===== config.mk =====
export PLATFORM = sky130hd
export DESIGN_NAME = conv_check
export DESIGN_NICKNAME = d
export VERILOG_FILES = /design/src/rtl/conv_check.sv
export SDC_FILE = /design/constraint.sdc
export NUM_CORES = 2
export LEC_CHECK = 0
export BUFFER_PORTS_ARGS = -buffer_cell sky130_fd_sc_hd__buf_2
export CORE_AREA = 2 2 514 516
export DETAILED_ROUTE_END_ITERATION = 16
export DIE_AREA = 0 0 516 518
export PLACE_DENSITY = 0.45
export SYNTH_ARGS = -nofsm -noshare
export SYNTH_HDL_FRONTEND = slang
export SYNTH_SLANG_ARGS = --single-unit

===== constraint.sdc =====
create_clock -name clk_conv -period 6.83 [get_ports clk_conv]
set_clock_uncertainty 0.1 [all_clocks]
set_input_delay 1.7075 -clock clk_conv [delete_from_list [all_inputs] [get_ports clk_conv]]
set_output_delay 1.7075 -clock clk_conv [all_outputs]
set_load 0.02 [all_outputs]

===== src/rtl/conv_check.sv =====
// conv_check: serial max-magnitude scan of a 4x4 error matrix against a tolerance,
// with iteration counting, sticky timeout and a W_new snapshot for the controller.
`default_nettype none

module conv_check #(
  parameter int W        = 26,
  parameter int MAX_ITER = 64,
  parameter int ITER_W   = 7
) (
  input  logic              clk_conv,
  input  logic              rst_n_conv,
  input  logic              start_conv,
  input  logic              clear_iter,
  input  logic [W-1:0]      tol,
  input  logic [W-1:0]      i11, i12, i13, i14, i21, i22, i23, i24,
  input  logic [W-1:0]      i31, i32, i33, i34, i41, i42, i43, i44,
  input  logic [W-1:0]      iw_new11, iw_new12, iw_new13, iw_new14,
  input  logic [W-1:0]      iw_new21, iw_new22, iw_new23, iw_new24,
  input  logic [W-1:0]      iw_new31, iw_new32, iw_new33, iw_new34,
  input  logic [W-1:0]      iw_new41, iw_new42, iw_new43, iw_new44,
  output logic [W-1:0]      ow_new11, ow_new12, ow_new13, ow_new14,
  output logic [W-1:0]      ow_new21, ow_new22, ow_new23, ow_new24,
  output logic [W-1:0]      ow_new31, ow_new32, ow_new33, ow_new34,
  output logic [W-1:0]      ow_new41, ow_new42, ow_new43, ow_new44,
  output logic              busy,
  output logic              done,
  output logic              converged,
  output logic              timeout,
  output logic [W-1:0]      max_err,
  output logic [ITER_W-1:0] iter_cnt
);

  typedef enum logic [1:0] {
    S_IDLE = 2'd0,
    S_SCAN = 2'd1,
    S_DONE = 2'd2
  } state_t;

  localparam logic [ITER_W-1:0] ITER_LIM = ITER_W'(MAX_ITER);

  state_t       state;
  logic [W-1:0] err_in  [16];
  logic [W-1:0] wn_in   [16];
  logic [W-1:0] err_buf [16];
  logic [W-1:0] wn_buf  [16];
  logic [W-1:0] tol_q;
  logic [W-1:0] run_max;
  logic [W-1:0] cur_mag;
  logic [W-1:0] next_max;
  logic         next_conv;
  logic [3:0]   idx;

  assign err_in = '{i11, i12, i13, i14, i21, i22, i23, i24,
                    i31, i32, i33, i34, i41, i42, i43, i44};
  assign wn_in  = '{iw_new11, iw_new12, iw_new13, iw_new14,
                    iw_new21, iw_new22, iw_new23, iw_new24,
                    iw_new31, iw_new32, iw_new33, iw_new34,
                    iw_new41, iw_new42, iw_new43, iw_new44};

  assign ow_new11 = wn_buf[0];  assign ow_new12 = wn_buf[1];
  assign ow_new13 = wn_buf[2];  assign ow_new14 = wn_buf[3];
  assign ow_new21 = wn_buf[4];  assign ow_new22 = wn_buf[5];
  assign ow_new23 = wn_buf[6];  assign ow_new24 = wn_buf[7];
  assign ow_new31 = wn_buf[8];  assign ow_new32 = wn_buf[9];
  assign ow_new33 = wn_buf[10]; assign ow_new34 = wn_buf[11];
  assign ow_new41 = wn_buf[12]; assign ow_new42 = wn_buf[13];
  assign ow_new43 = wn_buf[14]; assign ow_new44 = wn_buf[15];

  // Negative values can arrive raw from an idle error stage; the most negative saturates.
  function automatic logic [W-1:0] mag(input logic [W-1:0] x);
    if (!x[W-1])
      return x;
    else if (x == {1'b1, {(W-1){1'b0}}})
      return {1'b0, {(W-1){1'b1}}};
    else
      return -x;
  endfunction

  always_comb begin
    cur_mag   = mag(err_buf[idx]);
    next_max  = (cur_mag > run_max) ? cur_mag : run_max;
    next_conv = (next_max <= tol_q);
  end

  always_ff @(posedge clk_conv or negedge rst_n_conv) begin
    if (!rst_n_conv) begin
      state     <= S_IDLE;
      for (int k = 0; k < 16; k++) begin
        err_buf[k] <= '0;
        wn_buf[k]  <= '0;
      end
      tol_q     <= '0;
      run_max   <= '0;
      idx       <= '0;
      busy      <= 1'b0;
      done      <= 1'b0;
      converged <= 1'b0;
      timeout   <= 1'b0;
      max_err   <= '0;
      iter_cnt  <= '0;
    end else begin
      case (state)
        S_IDLE: begin
          if (start_conv) begin
            for (int k = 0; k < 16; k++) begin
              err_buf[k] <= err_in[k];
              wn_buf[k]  <= wn_in[k];
            end
            tol_q   <= tol;
            run_max <= '0;
            idx     <= '0;
            busy    <= 1'b1;
            state   <= S_SCAN;
          end
        end
        S_SCAN: begin
          run_max <= next_max;
          idx     <= idx + 4'd1;
          if (idx == 4'd15) begin
            max_err   <= next_max;
            converged <= next_conv;
            done      <= 1'b1;
            state     <= S_DONE;
            if (next_conv) begin
              iter_cnt <= '0;
            end else if (iter_cnt < ITER_LIM) begin
              iter_cnt <= iter_cnt + ITER_W'(1);
              if (iter_cnt + ITER_W'(1) == ITER_LIM)
                timeout <= 1'b1;
            end
          end
        end
        S_DONE: begin
          busy  <= 1'b0;
          done  <= 1'b0;
          state <= S_IDLE;
        end
        default: state <= S_IDLE;
      endcase
      // Placed last so a clear coincident with the final scan edge takes priority.
      if (clear_iter) begin
        iter_cnt <= '0;
        timeout  <= 1'b0;
      end
    end
  end

endmodule

`default_nettype wire


After elaboration in Yosys (flattened, before gate mapping). Cells that the tools add are included.

Logic and storage cells: 103. Input bits: 862. Bits in registers: 927. Output and inout port bits: 453.

Reduce and logical (&&, ||, !) cells: 17. Add/sub/neg operators: 3. Muxes and demuxes: 28. Equality and inequality tests: 8. Magnitude comparators: 4. Bitwise operators: 1.

Operator list (number): $mux 26 (6); $bmux 26 s4 (1); $pmux 26 s2 (1); $mux 7 (5); $eq 26x26->1 const B (1); $gt 26x26->1 (1); $le 26x26->1 (1); $neg 26->26 (1); $reduce_bool 2->1 (7); $reduce_and 2->1 (6); $mux 1 (8); $pmux 4 s2 (1); $add 7x1->7 const B (1); $eq 7x7->1 const B (1); $lt 7x7->1 const B (1); $ne 2x2->1 const B (3); $ge 5x5->1 const B (1); $not 4->5 (1); $reduce_and 5->1 (1); $add 4x1->4 const B (1); $eq 4x4->1 const B (1); $mux 2 (2); $mux 4 (1); $pmux 1 s2 (2); other kinds (6) (6).

Longest topological paths before layout.
Depth after elaboration: 14. Depth in mapped cells: 39. Mapped depth without buffers: 30.

Least setup slack after synthesis. No wires, ideal clock.

Kind: flip-flop to flip-flop. Start point: register idx[1]. End point: register iter_cnt[0]. Required time: 6.602 ns. Arrival: 7.193 ns. Cell stages (with the launch flop): 38. Setup slack: -0.591 ns. Period minus slack after synthesis: 7.421 ns. Path buffers: 9. Setup time: 0.128 ns. Path through: dfrtp_1 buf_2 buf_6 buf_2 buf_2 buf_2 buf_2 mux4_2 mux2i_1 mux2i_1 inv_1 ha_1 o211ai_1 nor4_4 and2_1 buf_2 nor2_1 inv_1 [2 not listed] nor2_1 and3_1 o31a_1 o21ai_0 a32oi_1 clkbuf_1 buf_1 a21oi_1 ha_1 a21o_1 a21o_1 a21o_1 a21o_1 a21o_1 a31oi_1 a21oi_1 a22oi_1 nor2_1.

Longest elaborated chain between the ends: 14. Elaborated cells between the ends (all ways): 19. Classes of those cells: add/sub (1); order compare (2); eq/ne (2); mux (10); bitwise (1); reduce/logical (3).

Ends and longest elaborated chain: start, declared (RTL line 51) `logic [3:0] idx;`; start signal, assigned (RTL line 118) `idx <= idx + 4'd1;`; $not 4->5 (not written as such) * (RTL line 80) `cur_mag = mag(err_buf[idx]);`; $bmux 26 s4 * (RTL line 80); $mux 26 (not written as such) * (2 in a row) (RTL line 80); $neg 26->26 or $eq 26x26->1 (tied branches) (RTL line 76, 73); $mux 26 (RTL line 73) `else if (x == {1'b1, {(W-1){1'b0}}})`; $mux 26 * (RTL line 71) `if (!x[W-1])`; $gt 26x26->1 (RTL line 81) `next_max = (cur_mag > run_max) ? cur_mag : run_max;`; $mux 26 * (RTL line 81); via next_max[19] (RTL line 49) `logic [W-1:0] next_max;`; $le 26x26->1 * (RTL line 82) `next_conv = (next_max <= tol_q);`; $mux 7 (RTL line 124) `if (next_conv) begin`; $mux 7 (RTL line 119) `if (idx == 4'd15) begin`; $mux 7 (RTL line 102) `case (state)`; $mux 7 (RTL line 141) `if (clear_iter) begin`; end signal, assigned (RTL line 127) `iter_cnt <= iter_cnt + ITER_W'(1);`; end, declared (RTL line 30) `output logic [ITER_W-1:0] iter_cnt`.

Mark *: on every way through the listed nets, which the timed path passes. The rest lies on a longest branch. The select of a mux whose other input is x is not followed. A chain may end at the register's enable or synchronous reset.

Worst setup path after layout.
Start point: register idx[0]. End point: register iter_cnt[1].

The elaborated chain is that of the path after synthesis.

==> key figures <==
Min path
  • HP Class: reg -> reg

STA
  • Final setup fails: 9
  • Slew @ Worst Pin: approximately 0.96 ns
  • Crit path time final: between 7 and 8 ns
  • Fin crit share: 104%
  • Max Fclk: between 0.1 and 0.15 GHz
  • Slew Viols, Final: 0
  • Final Hold Fails: 0
  • Worst Slack Setup Final: -0.278 ns
  • RSZ-0062 raised after global routing: true
  • Setup TNS: -2.16 ns
  • Relative slew margins: 36.2%

Finish
  • Most frequent cells in the layout: 2,589 x nand2_1, 1,313 x buf_2, 924 x dfrtp_1
  • Top reg by flops: err_buf
  • Area growth syn-to-layout: 42.8%
  • Max FFs per register: about 420
  • Share of layout cells above drive strength 1: between 30% and 40%
  • Final core occ: between 20% and 30%
  • Most common cell after layout, fill and taps aside: nand2_1
  • Final Instance Count excl. Fillers: approximately 9,600
  • Nets: 6,852

Floorplan
  • Die X-Extent: approximately 520 um
  • Ports: about 1,300
  • Initial core utilization: between 10% and 20%
  • Cell Rows: 188
  • Die Height: 518 um
  • Die area: 267,000 um^2
  • Total core area: around 260,000 um^2

Detailed routing
  • Initial DRC count: approximately 3,000
  • First-pass DRT Iterations: 5
  • Routed Antenna Nets: 0
  • Vias per cell: between 3 and 4
  • WL/cell: 25.2 um
  • DR vias: between 30,000 and 40,000
  • Post-Route WL: 241,000 um
  • Drt drc: 0

Power and ir drop
  • Leak Pwr: 0.0304 uW
  • Peak supply drop: approximately 0.43 mV
  • Pwr dens: between 600 and 700 nW/um^2

Worst setup path
  • Slowest cell on crit path: mux4_2
  • Crit Path Class: reg -> reg
  • Kind of end point of the critical path: flop
  • Delay-heaviest family, CP: compound AO/OA/AOI/OAI gates
  • Critical path fanouts, max: 5
  • Reg2reg setup slack: -0.28 ns
  • CP Launch Type: flop
  • Max incr delay on CP: approximately 0.59 ns
  • Data arrival time of the worst path: between 7 and 8 ns
  • CP Buf/Inv Count: 9
  • Worst Path Required: 7.39 ns

Run status
  • Status: finished with violations
  • Failing checks: negative setup slack

CTS
  • Worst-path clk slew: about 0.06 ns
  • H-tree depth: 3
  • Clk buf depth: 3
  • CTS tree: built
  • Clock Tree Root: clkbuf_16
  • Clock buffer count from CTS: approximately 120
  • Clk_lat worst skew: just over 0.8 ns
  • Clock Sinks: around 900
  • Hold_buf cts: 0

Synth
  • Post-synth EDFFs: 0
  • Area leader, netlist: dfrtp_1
  • Syn Nets: roughly 5,400
  • Netlist cell types: 60
  • Mapped Cells: around 4,500
  • Syn Area/Cell: about 9 um^2
  • Yosys top cell area share: a little under three fifths
  • FFs w/ async S/R, synth: between 90% and 100%
  • Synth warn: 0
  • Synthesized cell area: 40,500 um^2
  • Seq cells post-synth: just over 900
  • Top area cells in the synthesized netlist: dfrtp_1 57%, nand2_1 24%, mux4_2 6.0%
  • Post-synth top flop: dfrtp_1
  • Post-synthesis sequential area ratio: between 50% and 60%

Global route
  • Initial antenna violation count: around 120
  • GRT Total Usage: 17.5%
  • Grt ovf: 0
  • First-pass GRT wire length: 326,000 um
  • Vias in the first global route: roughly 38,000
  • Largest net degree at the start of global routing: between 150 and 200

Place
  • Hpwl dp: 195,000 um
  • Routability Congestion: 0.967
  • Placed cell count: 9,271
  • Number of buffers added on ports: 1,314

Run
  • Max-cap violations: 0
[synthesized netlist by cell type (3+ instances only)]
library cell and number:
nor2b_1 13, o22ai_1 4, buf_4 8, buf_6 3, nand4_1 14, mux2_2 30
o31ai_1 18, nand2_1 2591, mux2i_1 40, a22o_1 4, a21o_1 17, buf_2 17
nor3b_1 3, o21bai_1 3, nand3_1 26, xor2_1 10, o31a_1 4, a21oi_1 38
o21a_1 4, a22oi_1 22, o21ai_0 54, a31oi_1 6, ha_1 55, nor2_1 60
clkbuf_1 213, nand2b_1 4, mux4_2 107, inv_1 78, o21ai_1 3, dfrtp_1 927
xnor2_1 9, a221oi_1 6, nor3_1 15, or3_1 9, buf_1 7, and3_1 3
o211ai_1 12, and2_1 7
[routing by layer]
metal | track usage (%) | up-vias | part of all wire, %
li1 | - | 17200 | -
met1 | 24.9 | 18900 | 47
met2 | 26.4 | 1451 | 43
met3 | 4.51 | 330 | 7.2
met4 | 3.78 | 64 | 2.2
met5 | 0 | - | 0.17
[cells by family (layout without fill, tap and decap cells)]
family	after synthesis	count (layout)	share of synthesized area [%]
fa+ha+maj	55	55	1.70
buf+inv	329	1883	3.23
simple gates	2763	2763	26.3
compound gates	204	204	3.26
mux	178	178	7.80
xor+xnor	19	19	0.411
flops	927	927	57.3
other cells	0	37	0
[power by group]
part	switching (uW)	internal, uW
Clock	2800	3870
Sequential	1810	8070
Combinational	12400	9260
Total	17000	21200
[timing repair]
item | 4_1_cts | 5_1_grt
pin swaps | 8 | 33
setup buffers | 37 | 19
resized for setup | 47 | 65
cloned | 5 | 1
endpoints found under the setup margin | 9 | 9
[worst reg2reg max path, delay by kind of cell (launching register included)]
family / cells / cell delay, ns
buffers and inverters: 9 / 1.37
and+or+nand+nor: 7 / 0.90
adders and majority gates: 2 / 0.58
muxes: 2 / 1.14
DFF: 1 / 0.50
AOI/OAI and AO/OA: 15 / 2.37
[path summary, 6_finish.rpt]
check                                startpoint                       end  cells past startpoint
max                          idx[0]$_DFFE_PN0P_   iter_cnt[1]$_DFFE_PN0P_                     35
min                        state[1]$_DFFE_PN0P_          busy$_DFFE_PN0P_                      1
max reg2reg                  idx[0]$_DFFE_PN0P_   iter_cnt[1]$_DFFE_PN0P_                     35
min reg2reg                state[1]$_DFFE_PN0P_          busy$_DFFE_PN0P_                      1
max in group asynchronous            rst_n_conv  ow_new11[21]$_DFFE_PN0P_                      3
min in group asynchronous            rst_n_conv      tol_q[7]$_DFFE_PN0P_                      1
[area by class of cell]
cell class | count | area [um^2]
Clock buffer | 164 | 3370
Tap cell | 3515 | 4400
Fill cell | 29100 | 204000
Timing Repair Buffer | 1585 | 9280
Inverter | 81 | 304
Sequential cell | 927 | 23200
Clock inverter | 53 | 702
Multi-Input combinational cell | 3219 | 16500
Antenna cell | 37 | 92.6
[stage by stage]
step                      cell area (um^2)  setup WS (ns)  hold slack (ns)  power [uW]
final                                57800         -0.278            0.363       38200
after detailed placement             52500         -0.399            0.356       28900
after global routing                 57800         -0.576            0.381       40700
after floorplan                      40600         0.0250            0.340       19400
after global placement               52500         -0.481            0.350       28900
after CTS                            57300         -0.245            0.362       37400
No activity file was read; power rests on OpenSTA's default activity.
